--- src/rtl/crc_mem_loader_if.sv ---
// Bus bundle between the CRC memory loader and its neighbours: input byte
// stream, memory write port and the crc_start/crc_rdy handshake.
interface crc_mem_loader_if #(
  parameter int DATA_W = 8,
  parameter int ADDR_W = 10,
  parameter int CRC_W  = 16
);
  logic [DATA_W-1:0] din;
  logic              din_valid;
  logic              din_ready;
  logic              mem_we;
  logic [ADDR_W-1:0] mem_addr;
  logic [DATA_W-1:0] mem_wdata;
  logic              crc_start;
  logic              crc_rdy;
  logic [CRC_W-1:0]  crc_in;

  // master is the loader; slave is the stream source / memory / sequencer side
  modport master (
    input  din, din_valid, crc_rdy, crc_in,
    output din_ready, mem_we, mem_addr, mem_wdata, crc_start
  );

  modport slave (
    output din, din_valid, crc_rdy, crc_in,
    input  din_ready, mem_we, mem_addr, mem_wdata, crc_start
  );
endinterface

--- src/rtl/crc_mem_loader.sv ---
// Loads DEPTH stream words into the CRC data memory, pulses crc_start, then
// waits (with timeout) for the CRC sequencer and latches its result.
//
// state       | meaning
// ------------+-----------------------------------------------------------
// ST_IDLE     | waiting for load_start
// ST_LOAD     | accepting stream words and writing them to memory
// ST_KICK     | crc_start pulse; last memory write lands this cycle
// ST_WAIT_CRC | waiting for crc_rdy, bounded by TIMEOUT_CYC
// ST_DONE     | one-cycle done pulse, then back to idle
module crc_mem_loader #(
  parameter int DATA_W      = 8,
  parameter int ADDR_W      = 10,
  parameter int DEPTH       = 1024,  // 2 .. 2**ADDR_W
  parameter int CRC_W       = 16,
  parameter int TIMEOUT_CYC = 8191
) (
  input  logic                 clk50m,
  input  logic                 rst_n,
  input  logic                 load_start,
  input  logic                 abort,
  crc_mem_loader_if.master     bus,
  output logic [CRC_W-1:0]     crc_out,
  output logic                 crc_valid,
  output logic                 timeout_err,
  output logic                 busy,
  output logic                 done
);

  localparam int TMO_W = $clog2(TIMEOUT_CYC + 1);
  localparam logic [ADDR_W-1:0] LAST_WR = ADDR_W'(DEPTH - 1);
  localparam logic [TMO_W-1:0]  LAST_TMO = TMO_W'(TIMEOUT_CYC - 1);

  typedef enum logic [2:0] {
    ST_IDLE,
    ST_LOAD,
    ST_KICK,
    ST_WAIT_CRC,
    ST_DONE
  } state_t;

  state_t            state_q, state_d;
  logic [ADDR_W-1:0] wr_cnt_q, wr_cnt_d;
  logic [TMO_W-1:0]  tmo_cnt_q, tmo_cnt_d;
  logic              mem_we_q, mem_we_d;
  logic [ADDR_W-1:0] mem_addr_q, mem_addr_d;
  logic [DATA_W-1:0] mem_wdata_q, mem_wdata_d;
  logic              crc_start_q, crc_start_d;
  logic              done_q, done_d;
  logic [CRC_W-1:0]  crc_out_q, crc_out_d;
  logic              crc_valid_q, crc_valid_d;
  logic              timeout_err_q, timeout_err_d;

  logic din_ready_c;
  logic xfer_c;

  // abort wins over a same-cycle transfer by withdrawing ready
  assign din_ready_c = (state_q == ST_LOAD) && !abort;
  assign xfer_c      = bus.din_valid && din_ready_c;

  always_comb begin
    state_d       = state_q;
    wr_cnt_d      = wr_cnt_q;
    tmo_cnt_d     = tmo_cnt_q;
    mem_we_d      = 1'b0;
    mem_addr_d    = mem_addr_q;
    mem_wdata_d   = mem_wdata_q;
    crc_start_d   = 1'b0;
    done_d        = 1'b0;
    crc_out_d     = crc_out_q;
    crc_valid_d   = crc_valid_q;
    timeout_err_d = timeout_err_q;

    case (state_q)
      ST_IDLE: begin
        if (load_start) begin
          wr_cnt_d      = '0;
          crc_valid_d   = 1'b0;
          crc_out_d     = '0;
          timeout_err_d = 1'b0;
          state_d       = ST_LOAD;
        end
      end

      ST_LOAD: begin
        if (abort) begin
          wr_cnt_d = '0;
          state_d  = ST_IDLE;
        end else if (xfer_c) begin
          mem_we_d    = 1'b1;
          mem_addr_d  = wr_cnt_q;
          mem_wdata_d = bus.din;
          // counter holds at the last address so it never wraps
          if (wr_cnt_q == LAST_WR) begin
            crc_start_d = 1'b1;
            state_d     = ST_KICK;
          end else begin
            wr_cnt_d = wr_cnt_q + 1'b1;
          end
        end
      end

      ST_KICK: begin
        tmo_cnt_d = '0;
        state_d   = ST_WAIT_CRC;
      end

      ST_WAIT_CRC: begin
        if (abort) begin
          wr_cnt_d = '0;
          state_d  = ST_IDLE;
        end else if (bus.crc_rdy) begin
          crc_out_d   = bus.crc_in;
          crc_valid_d = 1'b1;
          done_d      = 1'b1;
          state_d     = ST_DONE;
        end else if (tmo_cnt_q == LAST_TMO) begin
          timeout_err_d = 1'b1;
          done_d        = 1'b1;
          state_d       = ST_DONE;
        end else begin
          tmo_cnt_d = tmo_cnt_q + 1'b1;
        end
      end

      ST_DONE: begin
        state_d = ST_IDLE;
      end

      default: begin
        state_d = ST_IDLE;
      end
    endcase
  end

  always_ff @(posedge clk50m or negedge rst_n) begin
    if (!rst_n) begin
      state_q       <= ST_IDLE;
      wr_cnt_q      <= '0;
      tmo_cnt_q     <= '0;
      mem_we_q      <= 1'b0;
      mem_addr_q    <= '0;
      mem_wdata_q   <= '0;
      crc_start_q   <= 1'b0;
      done_q        <= 1'b0;
      crc_out_q     <= '0;
      crc_valid_q   <= 1'b0;
      timeout_err_q <= 1'b0;
    end else begin
      state_q       <= state_d;
      wr_cnt_q      <= wr_cnt_d;
      tmo_cnt_q     <= tmo_cnt_d;
      mem_we_q      <= mem_we_d;
      mem_addr_q    <= mem_addr_d;
      mem_wdata_q   <= mem_wdata_d;
      crc_start_q   <= crc_start_d;
      done_q        <= done_d;
      crc_out_q     <= crc_out_d;
      crc_valid_q   <= crc_valid_d;
      timeout_err_q <= timeout_err_d;
    end
  end

  assign bus.din_ready = din_ready_c;
  assign bus.mem_we    = mem_we_q;
  assign bus.mem_addr  = mem_addr_q;
  assign bus.mem_wdata = mem_wdata_q;
  assign bus.crc_start = crc_start_q;

  assign crc_out     = crc_out_q;
  assign crc_valid   = crc_valid_q;
  assign timeout_err = timeout_err_q;
  assign done        = done_q;
  assign busy        = (state_q != ST_IDLE);

endmodule

--- src/flat_wrapper.sv ---
// flat-port wrapper written by rule: the top's interface ports become plain ports
module crc_mem_loader_flat 
#(
  parameter int DATA_W      = 8,
  parameter int ADDR_W      = 10,
  parameter int DEPTH       = 1024,                   
  parameter int CRC_W       = 16,
  parameter int TIMEOUT_CYC = 8191
)
  (clk50m, rst_n, load_start, abort, crc_out, crc_valid, timeout_err, busy, done, bus_din, bus_din_valid, bus_crc_rdy, bus_crc_in, bus_din_ready, bus_mem_we, bus_mem_addr, bus_mem_wdata, bus_crc_start);
  crc_mem_loader_if #(.DATA_W(DATA_W), .ADDR_W(ADDR_W), .CRC_W(CRC_W)) bus_i ();
  input  logic clk50m;
  input  logic rst_n;
  input  logic load_start;
  input  logic abort;
  output logic [CRC_W-1:0] crc_out;
  output logic crc_valid;
  output logic timeout_err;
  output logic busy;
  output logic done;
  input wire logic [$bits(bus_i.din)-1:0] bus_din;
  input wire logic [$bits(bus_i.din_valid)-1:0] bus_din_valid;
  input wire logic [$bits(bus_i.crc_rdy)-1:0] bus_crc_rdy;
  input wire logic [$bits(bus_i.crc_in)-1:0] bus_crc_in;
  output wire logic [$bits(bus_i.din_ready)-1:0] bus_din_ready;
  output wire logic [$bits(bus_i.mem_we)-1:0] bus_mem_we;
  output wire logic [$bits(bus_i.mem_addr)-1:0] bus_mem_addr;
  output wire logic [$bits(bus_i.mem_wdata)-1:0] bus_mem_wdata;
  output wire logic [$bits(bus_i.crc_start)-1:0] bus_crc_start;
  assign bus_i.din = bus_din;
  assign bus_i.din_valid = bus_din_valid;
  assign bus_i.crc_rdy = bus_crc_rdy;
  assign bus_i.crc_in = bus_crc_in;
  assign bus_din_ready = bus_i.din_ready;
  assign bus_mem_we = bus_i.mem_we;
  assign bus_mem_addr = bus_i.mem_addr;
  assign bus_mem_wdata = bus_i.mem_wdata;
  assign bus_crc_start = bus_i.crc_start;
  crc_mem_loader #(.DATA_W(DATA_W), .ADDR_W(ADDR_W), .DEPTH(DEPTH), .CRC_W(CRC_W), .TIMEOUT_CYC(TIMEOUT_CYC)) u_core (.clk50m(clk50m), .rst_n(rst_n), .load_start(load_start), .abort(abort), .bus(bus_i), .crc_out(crc_out), .crc_valid(crc_valid), .timeout_err(timeout_err), .busy(busy), .done(done));
endmodule
--- config.mk ---
export PLATFORM = sky130hd
export DESIGN_NAME = crc_mem_loader_flat
export DESIGN_NICKNAME = d
export VERILOG_FILES = /design/src/rtl/crc_mem_loader_if.sv /design/src/rtl/crc_mem_loader.sv /design/src/flat_wrapper.sv
export SDC_FILE = /design/constraint.sdc
export NUM_CORES = 1
export LEC_CHECK = 0
export ABC_AREA = 1
export CAP_MARGIN = 20
export CORE_UTILIZATION = 50
export CTS_CLUSTER_SIZE = 8
export DETAILED_ROUTE_END_ITERATION = 10
export MAX_ROUTING_LAYER = met4
export PLACE_DENSITY_LB_ADDON = 0.3
export SYNTH_ARGS = -nofsm -noshare
export SYNTH_HDL_FRONTEND = slang
export SYNTH_SLANG_ARGS = --single-unit
--- constraint.sdc ---
create_clock -name clk50m -period 2 [get_ports clk50m]
set_clock_uncertainty 0.15 [all_clocks]
set_input_delay 0.5 -clock clk50m [delete_from_list [all_inputs] [get_ports clk50m]]
set_output_delay 0.5 -clock clk50m [all_outputs]
set_load 0.005 [all_outputs]
==> results.txt <==
The full die area is between 0.006 and 0.007 mm². The total count of max-transition violations in the final report was 0. The switching power share of the total came out at between 30 and 40%. Headroom to the max-slew limit came out at between 70 and 80%. The clock-pin slew on the worst setup and hold paths is ~0.08 ns. The number of hold buffers added after CTS is 0. The tool flagged a number of max-cap violations equal to 0. In the final layout, the share of cells above drive strength 1 is about 14%.

The estimated wirelength of the detail-placed design came out at about 5400 µm. In this run the remaining antenna-violating nets after routing total 0. The met1 capacity usage during global routing came out at a little under a third. The tree is rooted in a sky130_fd_sc_hd__clkbuf_8. The logic depth of the worst path, buffers included came out at 5. Walking the worst path, the cells encountered are buf_6 > nor2_4 > nand2_2 > nor2_4 > buf_2. The clock sink total came out at 65.

The global-route total usage across every layer is about a quarter. The total nets after synthesis is 430. Global routing used 4.615% of the available met3 tracks. The total wire length after detailed routing is 7878 µm. The post-layout worst setup margin came out at roughly 0.05 ns. The final count of negative-setup-slack endpoints came out at 0. The number of antenna violations at the first check in global routing came out at 0. The wire length of the first global-routing pass is between 10000 and 15000 µm.

The number of cells in the design after placement came out at 552. Among the stages of the critical path, the cell type that occurs most often is sky130_fd_sc_hd__nor2_4. The mapped cell area is 0.003224 mm². The largest stage delay on the critical path is approximately 0.44 ns. The cell area reported after detailed placement is around 0.0041 mm².

The weighted congestion reported at the end of routability-driven placement is around 0.90. The flip-flop and latch count after synthesis came out at 65. The ratio of routed vias to standard cells came out at just over 5. The count of cell types in the netlist is 29. Sequential cells were found to cover 50.45% of the synthesized design area. The clock latency reported for the late side of the worst-skew pair is about 0.34 ns.

The initial detailed-routing violation count came out at around 160. The maximum buffer depth of the clock tree is 2. The chip width came out at just over 80 µm. Counting the fill cells in the layout gives 459.

The total leakage power is slightly above 2 nW. The data arrival time of the critical path is ~1.3 ns. In this run the power spent charging and discharging nets is between 1.5 and 2 mW.

In this run the tool buffered the top-level ports with 70 buffer cells. Pin placement for this block handled 71 I/O pins. The largest fanout on the critical path came out at 3. From bottom edge to top edge, the die measures approximately 82 µm.

The areal power density over the cells is between 1000 and 1500 mW/mm². The area growth from synthesis to final layout is 35.70%. The cell with the largest stage delay on the worst path is sky130_fd_sc_hd__dfrtp_2. The net total in the final layout is roughly 520.

After detailed routing, the average wire length per cell comes to ~14 µm. The path depth of the worst reg2reg path is 9. The path class of the tightest hold or removal check is in -> async.

The kind of critical path is reg -> out. Total power for the finished layout comes to approximately 4.7 mW. The kind of cell with the highest combined delay along the critical path is flip-flops. The iteration count of the initial detailed-routing pass is 4. The layer flagged by global routing as most heavily used is met2. The largest net degree at the start of global routing is 66. The post-layout instance count excluding filler cells came out at 571. The routing usage on met2 came out at 43.97%. The region available for standard cell placement spans approximately 0.006 mm². The design area came out at between 0.004 and 0.005 mm². The final hold violation count is 0.

Per report_power, the combinational group accounts for 40.4% of the total. The slew of the pin with the lowest slew margin is between 0.4 and 0.5 ns. The instance count of the mapped netlist came out at slightly below 400. Based on the critical path, the design can be clocked at up to between 500 and 600 MHz. For this run, design rule violations remaining after detail routing come to 0. After floorplanning, the core was divided into 28 placement rows. The routed layout has 2960 vias. Yosys printed 0 warnings. The worst setup path is launched from a flip-flop. The average cell area after synthesis is about 8.1 µm². TritonCTS created 9 clock buffers.

The peak supply drop came out at slightly above 800 µV. The flow ran to the end, and the final reports show no timing, DRC or antenna violations. The TritonCTS clock tree is yes. Of the total power, registers draw a little over a third.

The number of global-route vias before repair came to 2834. Data on the critical path is required at its endpoint by approximately 1.4 ns. After layout, the minimum clock period comes to a little under 2 ns.

The setup slack after placement came out at -0.2423 ns. For this configuration, the core starts out at a cell density of a little over half. Dividing the final minimum period by the clock period gives between 90% and 100%.

For this run the aggregate overflow at the end of global routing stands at 0. 0 antenna diodes ended up in the layout. Internal power comes to a little under 3 mW.

The power share of the clock group is between 20% and 30%. The kind of capture point of the worst setup path is an output port. The number of H-tree levels is 3. Counting both buffers and inverters, the worst setup path holds a total of 2.
path summary, 6_finish.rpt:
| path | from | endpoint | slack [ns] |
|---|---|---|---|
| worst max-delay path | u_core.state_q[2] | bus_din_ready | 0.05 |
| worst min-delay path | rst_n | u_core.tmo_cnt_q[5] | 0.007 |
| worst max register to register | u_core.wr_cnt_q[1] | u_core.wr_cnt_q[4] | 0.08 |
| worst min register to register | u_core.bus.mem_addr[3] | u_core.bus.mem_addr[3] | 0.33 |
| max in group asynchronous | rst_n | u_core.state_q[0] | 1.40 |
| min in group clk50m | u_core.bus.mem_addr[3] | u_core.bus.mem_addr[3] | 0.33 |
power by group through the flow:
stage / sequential [mW] / clock (mW) / combinational [mW]
after floorplan: 1.68 / 0 / 1.00
after global placement: 1.66 / 0 / 1.80
after detailed placement: 1.67 / 0 / 1.84
after CTS: 1.65 / 1.15 / 1.88
after global routing: 1.68 / 1.20 / 2.06
final: 1.65 / 1.14 / 1.89
registers in the layout, indices dropped and copies added (netlist names):
register              count
u_core.crc_out           16
u_core.tmo_cnt_q         13
u_core.bus.mem_addr      10
u_core.wr_cnt_q          10
u_core.bus.mem_wdata      8
u_core.state_q            3
u_core.bus.crc_start      1
u_core.bus.mem_we         1
u_core.crc_valid          1
u_core.done               1
u_core.timeout_err        1
routing by layer:
metal | up-vias | wire, µm
met2 | 72 | 4079
met5 | - | 0
met4 | 0 | 142
met3 | 16 | 339
met1 | 1400 | 3316
li1 | 1472 | -
cell type report:
type                            instances  area (µm²)  share of cell area, %
Multi-Input combinational cell        291        1436                  32.83
Sequential cell                        65        1629                  37.23
Clock inverter                          7       78.83                  1.802
Clock buffer                            9       123.9                  2.831
Tap cell                               75       93.84                  2.145
Timing Repair Buffer                   95       904.6                  20.67
Inverter                               29       108.9                  2.488
placed cells by master (no fill, tap or decap), types with 8 or more instances in the layout:
| cell type | instances |
|---|---|
| sky130_fd_sc_hd__buf_4 | 22 |
| sky130_fd_sc_hd__clkbuf_8 | 9 |
| sky130_fd_sc_hd__clkdlybuf4s50_1 | 66 |
| sky130_fd_sc_hd__dfrtp_1 | 63 |
| sky130_fd_sc_hd__inv_1 | 24 |
| sky130_fd_sc_hd__nand2_1 | 133 |
| sky130_fd_sc_hd__nand3_1 | 36 |
| sky130_fd_sc_hd__nand4_1 | 8 |
| sky130_fd_sc_hd__nor2_1 | 27 |
| sky130_fd_sc_hd__o21ai_1 | 45 |
stage by stage:
step,setup TNS (ns),hold slack [ns],utilization [%]
CTS,0,0.02093,71.94
finish,0,0.006918,72.19
global placement,-4.020,0.3038,68.08
detailed placement,-6.758,0.3105,68.08
global route,-0.01360,0.03582,72.19
floorplan,0,0.05441,-
timing repair:
action,CTS,global route
endpoints found under the setup margin,2,9
setup buffers,3,0
cloned,0,0
pin swaps,1,0
gates resized for setup,11,4
cell usage after synthesis:
master | n | area [µm²]
sky130_fd_sc_hd__nand3_2 | 2 | 20.02
sky130_fd_sc_hd__o21bai_1 | 3 | 22.52
sky130_fd_sc_hd__o21ai_1 | 45 | 225.2
sky130_fd_sc_hd__nand3_1 | 36 | 180.2
sky130_fd_sc_hd__clkbuf_1 | 1 | 3.750
sky130_fd_sc_hd__ha_1 | 3 | 37.54
sky130_fd_sc_hd__buf_4 | 3 | 22.52
sky130_fd_sc_hd__dfrtp_1 | 65 | 1627
sky130_fd_sc_hd__nor4_1 | 1 | 6.260
sky130_fd_sc_hd__o21ai_4 | 2 | 32.53
sky130_fd_sc_hd__inv_1 | 25 | 93.84
sky130_fd_sc_hd__a21o_1 | 1 | 7.510
sky130_fd_sc_hd__buf_2 | 5 | 25.02
sky130_fd_sc_hd__buf_1 | 1 | 3.750
sky130_fd_sc_hd__nor2_2 | 6 | 37.54
sky130_fd_sc_hd__nand4_1 | 8 | 50.05
sky130_fd_sc_hd__xor2_1 | 6 | 52.55
sky130_fd_sc_hd__buf_6 | 2 | 22.52
sky130_fd_sc_hd__nor2_4 | 3 | 33.78
sky130_fd_sc_hd__nor2_1 | 27 | 101.4
sky130_fd_sc_hd__inv_2 | 4 | 15.01
sky130_fd_sc_hd__nand2_1 | 134 | 503.0
sky130_fd_sc_hd__a21oi_1 | 1 | 5.000
sky130_fd_sc_hd__nand3b_1 | 2 | 15.01
sky130_fd_sc_hd__nor2_8 | 1 | 20.02
sky130_fd_sc_hd__nor3_1 | 3 | 15.01
sky130_fd_sc_hd__xnor2_1 | 2 | 17.52
sky130_fd_sc_hd__o21ai_0 | 2 | 10.01
sky130_fd_sc_hd__nand2_2 | 3 | 18.77
cells by family after synthesis:
| logic type | Yosys count | share of synthesized area, % |
|---|---|---|
| xor gates and xnor gates | 8 | 2.173 |
| buffers and inverters | 41 | 5.781 |
| AOI/OAI and AO/OA | 54 | 9.391 |
| adders and majority gates | 3 | 1.164 |
| DFF | 65 | 50.45 |
| and+or+nand+nor | 226 | 31.04 |
No activity file was read; power rests on OpenSTA's default activity.
